`src/rtl/mem_sram_controller_pkg.sv`:
```
// -----------------------------------------------------------------------------
// mem_sram_controller_pkg
// Shared definitions for the memory-stage SRAM controller:
//   - state_t       : controller FSM states (IDLE -> LOW -> HIGH -> DONE)
//   - BASE_ADDR_DEFAULT : ARM byte address that maps to SRAM word 0
//   - HALF_LO/HALF_HI   : half-word select bit appended to the SRAM address
// -----------------------------------------------------------------------------
package mem_sram_controller_pkg;

    typedef enum logic [1:0] {
        IDLE = 2'd0,
        LOW  = 2'd1,
        HIGH = 2'd2,
        DONE = 2'd3
    } state_t;

    localparam logic [31:0] BASE_ADDR_DEFAULT = 32'd1024;

    // Bits 15:0 of an ARM word live at the even SRAM address, 31:16 at the odd one.
    localparam logic HALF_LO = 1'b0;
    localparam logic HALF_HI = 1'b1;

endpackage

```
`src/rtl/mem_sram_controller_if.sv`:
```
// -----------------------------------------------------------------------------
// mem_sram_controller_if
// Pipeline-side data-memory bus between the EXE/MEM register (master) and the
// memory-stage SRAM controller (slave).
//   wr_en, rd_en  : store / load request
//   address       : ARM byte address (ALU result)
//   write_data    : store data (Rm value)
//   read_data     : load result, registered in the controller
//   ready         : high = pipeline may advance
// -----------------------------------------------------------------------------
interface mem_sram_controller_if;

    logic        wr_en;
    logic        rd_en;
    logic [31:0] address;
    logic [31:0] write_data;
    logic [31:0] read_data;
    logic        ready;

    modport master (
        output wr_en,
        output rd_en,
        output address,
        output write_data,
        input  read_data,
        input  ready
    );

    modport slave (
        input  wr_en,
        input  rd_en,
        input  address,
        input  write_data,
        output read_data,
        output ready
    );

endinterface

```
`src/rtl/mem_sram_controller.sv`:
```
// -----------------------------------------------------------------------------
// mem_sram_controller
// Memory-stage responder: turns one 32-bit ARM data access into two half-word
// accesses on an external 16-bit asynchronous SRAM (low half first) and holds
// ready low until the access completes.
// Ports:
//   clk, rst      : clock, asynchronous active-low reset
//   bus (slave)   : request/response bus from the EXE/MEM pipeline register
//   sram_addr     : SRAM half-word address
//   sram_dq_out   : write data to the pads;  sram_dq_in : read data from pads
//   sram_dq_oe    : pad output enable;       sram_we_n  : write strobe (low)
//   sram_ce_n, sram_oe_n, sram_ub_n, sram_lb_n : permanently enabled (0)
// -----------------------------------------------------------------------------
module mem_sram_controller
    import mem_sram_controller_pkg::*;
#(
    parameter logic [31:0] BASE_ADDR   = BASE_ADDR_DEFAULT,
    parameter int unsigned WAIT_CYCLES = 2,
    parameter int unsigned SRAM_AW     = 18
) (
    input  logic                 clk,
    input  logic                 rst,
    mem_sram_controller_if.slave bus,
    output logic [SRAM_AW-1:0]   sram_addr,
    output logic [15:0]          sram_dq_out,
    input  logic [15:0]          sram_dq_in,
    output logic                 sram_dq_oe,
    output logic                 sram_we_n,
    output logic                 sram_ce_n,
    output logic                 sram_oe_n,
    output logic                 sram_ub_n,
    output logic                 sram_lb_n
);

    // Counter value on the final cycle of a LOW or HIGH phase.
    localparam logic [3:0] WAIT_LAST = 4'(WAIT_CYCLES - 1);

    state_t              state_r;
    state_t              next_state_s;
    logic [3:0]          wait_cnt_r;
    logic [SRAM_AW-2:0]  word_r;
    logic [31:0]         wdata_r;
    logic                is_write_r;
    logic [31:0]         read_data_r;
    logic                req_s;
    logic                capture_s;
    logic                last_wait_s;
    logic [31:0]         offset_s;
    logic                unused_offset_s;

    assign req_s       = bus.rd_en | bus.wr_en;
    assign capture_s   = (state_r == IDLE) && req_s;
    assign last_wait_s = (wait_cnt_r == WAIT_LAST);

    // Byte offset from the SRAM window base; wraps modulo 2^32 for addresses below it.
    assign offset_s = bus.address - BASE_ADDR;

    // Byte-lane bits and word bits beyond the SRAM depth are deliberately dropped.
    assign unused_offset_s = ^{offset_s[31:SRAM_AW+1], offset_s[1:0]};

    assign sram_ce_n = 1'b0;
    assign sram_oe_n = 1'b0;
    assign sram_ub_n = 1'b0;
    assign sram_lb_n = 1'b0;

    assign bus.read_data = read_data_r;

    // FSM state register.
    always_ff @(posedge clk or negedge rst) begin
        if (!rst) begin
            state_r <= IDLE;
        end else begin
            state_r <= next_state_s;
        end
    end

    // FSM next-state logic: each half-word phase lasts WAIT_CYCLES cycles.
    always_comb begin
        next_state_s = state_r;
        case (state_r)
            IDLE: begin
                if (req_s) next_state_s = LOW;
                else       next_state_s = IDLE;
            end
            LOW: begin
                if (last_wait_s) next_state_s = HIGH;
                else             next_state_s = LOW;
            end
            HIGH: begin
                if (last_wait_s) next_state_s = DONE;
                else             next_state_s = HIGH;
            end
            DONE:    next_state_s = IDLE;
            default: next_state_s = IDLE;
        endcase
    end

    // FSM outputs: SRAM pins come only from latched request state, never live inputs.
    always_comb begin
        sram_addr   = {SRAM_AW{1'b0}};
        sram_dq_out = 16'h0000;
        sram_dq_oe  = 1'b0;
        sram_we_n   = 1'b1;
        bus.ready   = 1'b0;
        case (state_r)
            IDLE: bus.ready = !req_s;
            LOW, HIGH: begin
                sram_addr = {word_r, (state_r == HIGH) ? HALF_HI : HALF_LO};
                if (is_write_r) begin
                    sram_we_n   = 1'b0;
                    sram_dq_oe  = 1'b1;
                    sram_dq_out = (state_r == HIGH) ? wdata_r[31:16] : wdata_r[15:0];
                end else begin
                    sram_we_n   = 1'b1;
                    sram_dq_oe  = 1'b0;
                end
            end
            DONE:    bus.ready = 1'b1;
            default: bus.ready = 1'b0;
        endcase
    end

    // Phase counter: restarts at zero on every state change.
    always_ff @(posedge clk or negedge rst) begin
        if (!rst) begin
            wait_cnt_r <= 4'd0;
        end else if (next_state_s != state_r) begin
            wait_cnt_r <= 4'd0;
        end else if ((state_r == LOW) || (state_r == HIGH)) begin
            wait_cnt_r <= wait_cnt_r + 4'd1;
        end else begin
            wait_cnt_r <= 4'd0;
        end
    end

    // Request latch; write wins when both enables are high.
    always_ff @(posedge clk or negedge rst) begin
        if (!rst) begin
            word_r     <= {(SRAM_AW-1){1'b0}};
            wdata_r    <= 32'h0000_0000;
            is_write_r <= 1'b0;
        end else if (capture_s) begin
            word_r     <= offset_s[SRAM_AW:2];
            wdata_r    <= bus.write_data;
            is_write_r <= bus.wr_en;
        end else begin
            word_r     <= word_r;
            wdata_r    <= wdata_r;
            is_write_r <= is_write_r;
        end
    end

    // Load result: each half is sampled at the edge closing its phase; writes never touch it.
    always_ff @(posedge clk or negedge rst) begin
        if (!rst) begin
            read_data_r <= 32'h0000_0000;
        end else if (!is_write_r && last_wait_s && (state_r == LOW)) begin
            read_data_r[15:0] <= sram_dq_in;
        end else if (!is_write_r && last_wait_s && (state_r == HIGH)) begin
            read_data_r[31:16] <= sram_dq_in;
        end else begin
            read_data_r <= read_data_r;
        end
    end

endmodule

```
`src/flat_wrapper.sv`:
```
// flat-port wrapper written by rule: the top's interface ports become plain ports
module mem_sram_controller_flat import mem_sram_controller_pkg::*;
#(
    parameter logic [31:0] BASE_ADDR   = BASE_ADDR_DEFAULT,
    parameter int unsigned WAIT_CYCLES = 2,
    parameter int unsigned SRAM_AW     = 18
)
  (clk, rst, sram_addr, sram_dq_out, sram_dq_in, sram_dq_oe, sram_we_n, sram_ce_n, sram_oe_n, sram_ub_n, sram_lb_n, bus_wr_en, bus_rd_en, bus_address, bus_write_data, bus_read_data, bus_ready);
  mem_sram_controller_if bus_i ();
  input  logic clk;
  input  logic rst;
  output logic [SRAM_AW-1:0] sram_addr;
  output logic [15:0] sram_dq_out;
  input  logic [15:0] sram_dq_in;
  output logic sram_dq_oe;
  output logic sram_we_n;
  output logic sram_ce_n;
  output logic sram_oe_n;
  output logic sram_ub_n;
  output logic sram_lb_n;
  input wire logic [$bits(bus_i.wr_en)-1:0] bus_wr_en;
  input wire logic [$bits(bus_i.rd_en)-1:0] bus_rd_en;
  input wire logic [$bits(bus_i.address)-1:0] bus_address;
  input wire logic [$bits(bus_i.write_data)-1:0] bus_write_data;
  output wire logic [$bits(bus_i.read_data)-1:0] bus_read_data;
  output wire logic [$bits(bus_i.ready)-1:0] bus_ready;
  assign bus_i.wr_en = bus_wr_en;
  assign bus_i.rd_en = bus_rd_en;
  assign bus_i.address = bus_address;
  assign bus_i.write_data = bus_write_data;
  assign bus_read_data = bus_i.read_data;
  assign bus_ready = bus_i.ready;
  mem_sram_controller #(.BASE_ADDR(BASE_ADDR), .WAIT_CYCLES(WAIT_CYCLES), .SRAM_AW(SRAM_AW)) u_core (.clk(clk), .rst(rst), .bus(bus_i), .sram_addr(sram_addr), .sram_dq_out(sram_dq_out), .sram_dq_in(sram_dq_in), .sram_dq_oe(sram_dq_oe), .sram_we_n(sram_we_n), .sram_ce_n(sram_ce_n), .sram_oe_n(sram_oe_n), .sram_ub_n(sram_ub_n), .sram_lb_n(sram_lb_n));
endmodule
```
`config.mk`:
```
export PLATFORM = sky130hd
export DESIGN_NAME = mem_sram_controller_flat
export DESIGN_NICKNAME = d
export VERILOG_FILES = /design/src/rtl/mem_sram_controller_pkg.sv /design/src/rtl/mem_sram_controller_if.sv /design/src/rtl/mem_sram_controller.sv /design/src/flat_wrapper.sv
export SDC_FILE = /design/constraint.sdc
export NUM_CORES = 1
export LEC_CHECK = 0
export BUFFER_PORTS_ARGS = -buffer_cell sky130_fd_sc_hd__buf_2
export CORE_MARGIN = 5
export CORE_UTILIZATION = 35
export CTS_CLUSTER_DIAMETER = 80
export DETAILED_ROUTE_END_ITERATION = 8
export PLACE_DENSITY = 0.6
export SLEW_MARGIN = 15
export SYNTH_ARGS = -nofsm -noshare
export SYNTH_HDL_FRONTEND = slang
export SYNTH_SLANG_ARGS = --single-unit
```
`constraint.sdc`:
```
create_clock -name clk -period 4 [get_ports clk]
set_input_delay 0.2 -clock clk [delete_from_list [all_inputs] [get_ports clk]]
set_output_delay 0.2 -clock clk [all_outputs]
set_load 0.005 [all_outputs]
```
==> results by group <==
Setup path
  – CP Launch Type: register
  – Slowest stage cell, crit path: ha_1
  – CP max stage delay: 730 ps
  – R2R setup slack: 1720 ps
  – Crit path max-delay family: simple AND/OR/NAND/NOR gates
  – Crit. End Element: output pin
  – R2r startpoint: u_core.state_r[0]
  – Worst-path cell chain: inv_1, ha_1, nand2_1, nor2_1, buf_2
  – CP Max Fanout: 21
  – Reg2reg path depth: 7
  – Worst EP arrival: 2690 ps
  – Crit Path Class: register to output pin
  – Required @ worst endpoint: 3800 ps
  – Critical R2R Capture: u_core.wait_cnt_r[1]
  – Buf/Inv on CP: 2

Logic synthesis
  – Synth top area share: 54.9%
  – Synthesized area per cell: 13.2 µm²
  – Largest cells by area after synthesis: dfrtp_1 55%, mux2_2 17%, mux2i_1 4.0%
  – Mux contribution to synthesized area: 25.1%
  – Synth Area in Simple Gates: 9.51%
  – EDFF count, synth: 0
  – Largest family of logic cells by synthesized area: multiplexers
  – Most frequent cell after synthesis: dfrtp_1
  – Synth Flop Type: dfrtp_1
  – Post-synthesis sequential area ratio: 54.9%
  – Top cells by count, synth: 88 x dfrtp_1, 62 x mux2_2, 22 x nor2_1
  – Post-synthesis cell area: 0.00401 mm²
  – Synth Register Bits: 88
  – Synth Area in Compound Gates: 2.49%
  – Yosys synthesis warning count: 0
  – Synthesized instance count: 305
  – Area leader, netlist: dfrtp_1
  – Xor/xnor share of the synthesized area: 2.18%
  – Post-synth ARST share: 100%
  – Post-synthesis adder-cell area fraction: 2.49%
  – Cell variety after synth: 33

Job
  – # Max-Cap Violations: 0

Floorplan
  – Core ar.: 0.0113 mm²
  – Die Ht: 117 µm
  – Rows: 39
  – Top Ports: 157
  – Initial core utilization: 35.5%
  – Die ar.: 0.0137 mm²
  – Die width: 117 µm

Finish
  – Final-layout fill cell count: 1064
  – Fin util: 44.9%
  – Area of the multi-input gates: 0.00170 mm²
  – ANT cells: 0
  – Area grow syn2layout: 26.6%
  – Final #Nets: 533
  – Layout cell share with drive strength beyond 1: 52.4%
  – FF+latch area: 0.00220 mm²

Power
  – Max VDD drop: 0.569 mV
  – Power Density: 782 mW/mm²
  – Leakage power: 2.49 nW

STA
  – Final hold vios: 88
  – Period utilization: 72.2%
  – TNS Setup: 0 ps
  – Worst relative slew slack: 47.5%
  – Worst Max-Slew Pin Slew: 788 ps
  – RSZ-0062 raised after global routing: no
  – Min Hold Slack: -75.7 ps
  – Slew Limit Fails: 0
  – Tmin final: 2890 ps
  – Fin Clk Skew: 7.52 ps
  – # setup viols final: 0
  – Fin worst setup slack: 1110 ps
  – Max Freq: 0.346 GHz

GRT
  – Met1 usage: 16.5%
  – Most Crowded Layer GR: met2
  – Gr ovfl total: 0
  – First-pass GRT wire length: 13800 µm
  – Total GRT Usage: 13.2%
  – Grt met3 use: 4.78%
  – Met2 Track Usage GR: 20.5%
  – Initial antenna violation count: 0
  – Largest net degree at the start of global routing: 89
  – Vias in the first global route: 2849

Drt
  – First-pass detailed-route iteration total: 4
  – Vias post-DR: 2709
  – WL/cell: 14.9 µm
  – Drt total wl: 8790 µm
  – Post-DRT Antenna Nets: 0
  – Vias per Instance: 4.61
  – DRC errors left: 0
  – Initial DRC count: 68

Clock tree
  – CTS Root Cell: clkbuf_16
  – Clock-pin slew on the worst setup and hold paths: 60 ps
  – Clock sink total: 88
  – Resized cells post-CTS: 0
  – Num CTS Buffers: 9
  – Post CTS Setup Buffer Count: 0
  – TritonCTS clock tree: built
  – Worst skew pair latency: 340 ps
  – Largest buffer count on any clock path: 2
  – # hold bufs at CTS: 0
  – CTS HTree Levels: 3

Place
  – Post-Place Setup Slack: 1420 ps
  – I/O Buffers: 137
  – Routability cong.: 0.709
  – Post-DP HPWL: 6350 µm

Status
  – Failing checks: negative hold slack
  – Status: finished, violations left

Hold path
  – Worst hold path class: primary input to asynchronous set/reset pin
## kinds of logic after synthesis
kind of cell / count (synthesis)
DFF: 88
and+or+nand+nor: 69
adders and majority gates: 8
AOI/OAI and AO/OA: 18
xor gates and xnor gates: 10
other: 1
buffers and inverters: 23
muxes: 88
## metrics by stage
step / cells / hold slack (ps) / cell area (µm²) / total power [mW]
2_1_floorplan: 308 / -95.6 / 4030 / 2.60
3_3_place_gp: 573 / 433 / 4810 / 3.20
3_5_place_dp: 573 / 436 / 4810 / 3.27
4_1_cts: 588 / 80.4 / 5080 / 4.05
5_1_grt: 588 / 1.10 / 5080 / 4.28
6_report: 588 / -75.7 / 5080 / 3.97
## sequential cells by signal, summed over array words and instances (netlist names)
name                  flops
u_core.bus.read_data     32
u_core.wait_cnt_r         4
u_core.wdata_r           32
u_core.state_r            2
u_core.word_r            17
u_core.is_write_r         1
## power by group
group          internal [mW]  switching (mW)
combinational          0.908           0.770
sequential              1.32           0.213
clock                  0.433           0.324
total                   2.66            1.31
## worst register-to-register path, cell delays in order (launching register included)
cell and delay, ps:
dfrtp_1 440, inv_1 160, ha_1 170, buf_4 340, and4bb_2 290, a211oi_1 80, or4_4 580, a21oi_1 150
## metal layers
layer  part of all wire, %  wire length (µm)
met5                     0                 0
met4                   1.9               167
met3                   7.3               638
met2                    49              4300
met1                    42              3680
## placed cells by master (no fill, tap or decap), types with 3 or more instances in the layout
cell type / count
clkbuf_16: 9
mux2i_1: 16
conb_1: 4
buf_2: 136
dfrtp_1: 88
inv_1: 6
and2_1: 18
nor2_1: 22
xnor2_1: 7
o21ai_0: 10
mux2_2: 62
a21oi_1: 5
nand2_1: 16
ha_1: 8
mux2_4: 10
xor2_1: 3
## how the worst max path moves through the flow
| stage | startpoint | to | slack [ps] | cells after the start |
|---|---|---|---|---|
| 3_3_place_gp | u_core.state_r[0] | sram_dq_out[3] | 1490 | 5 |
| 5_1_grt | u_core.state_r[0] | sram_dq_out[11] | 890 | 5 |
| 2_1_floorplan | u_core.state_r[0] | u_core.wait_cnt_r[0] | 2060 | 7 |
| 3_5_place_dp | u_core.state_r[0] | sram_dq_out[11] | 1420 | 5 |
| 4_1_cts | u_core.state_r[0] | sram_dq_out[11] | 1030 | 5 |
| 6_report | u_core.state_r[0] | sram_dq_out[11] | 1110 | 5 |
## cell type report
class                           instances  area share (%)
Clock buffer                           12            4.85
Timing Repair Buffer                  139            13.9
Clock inverter                          3           0.369
Tap cell                              143            3.52
Sequential cell                        88            43.3
Inverter                                6           0.443
Multi-Input combinational cell        197            33.5
Power figures use the tool's default switching activity.
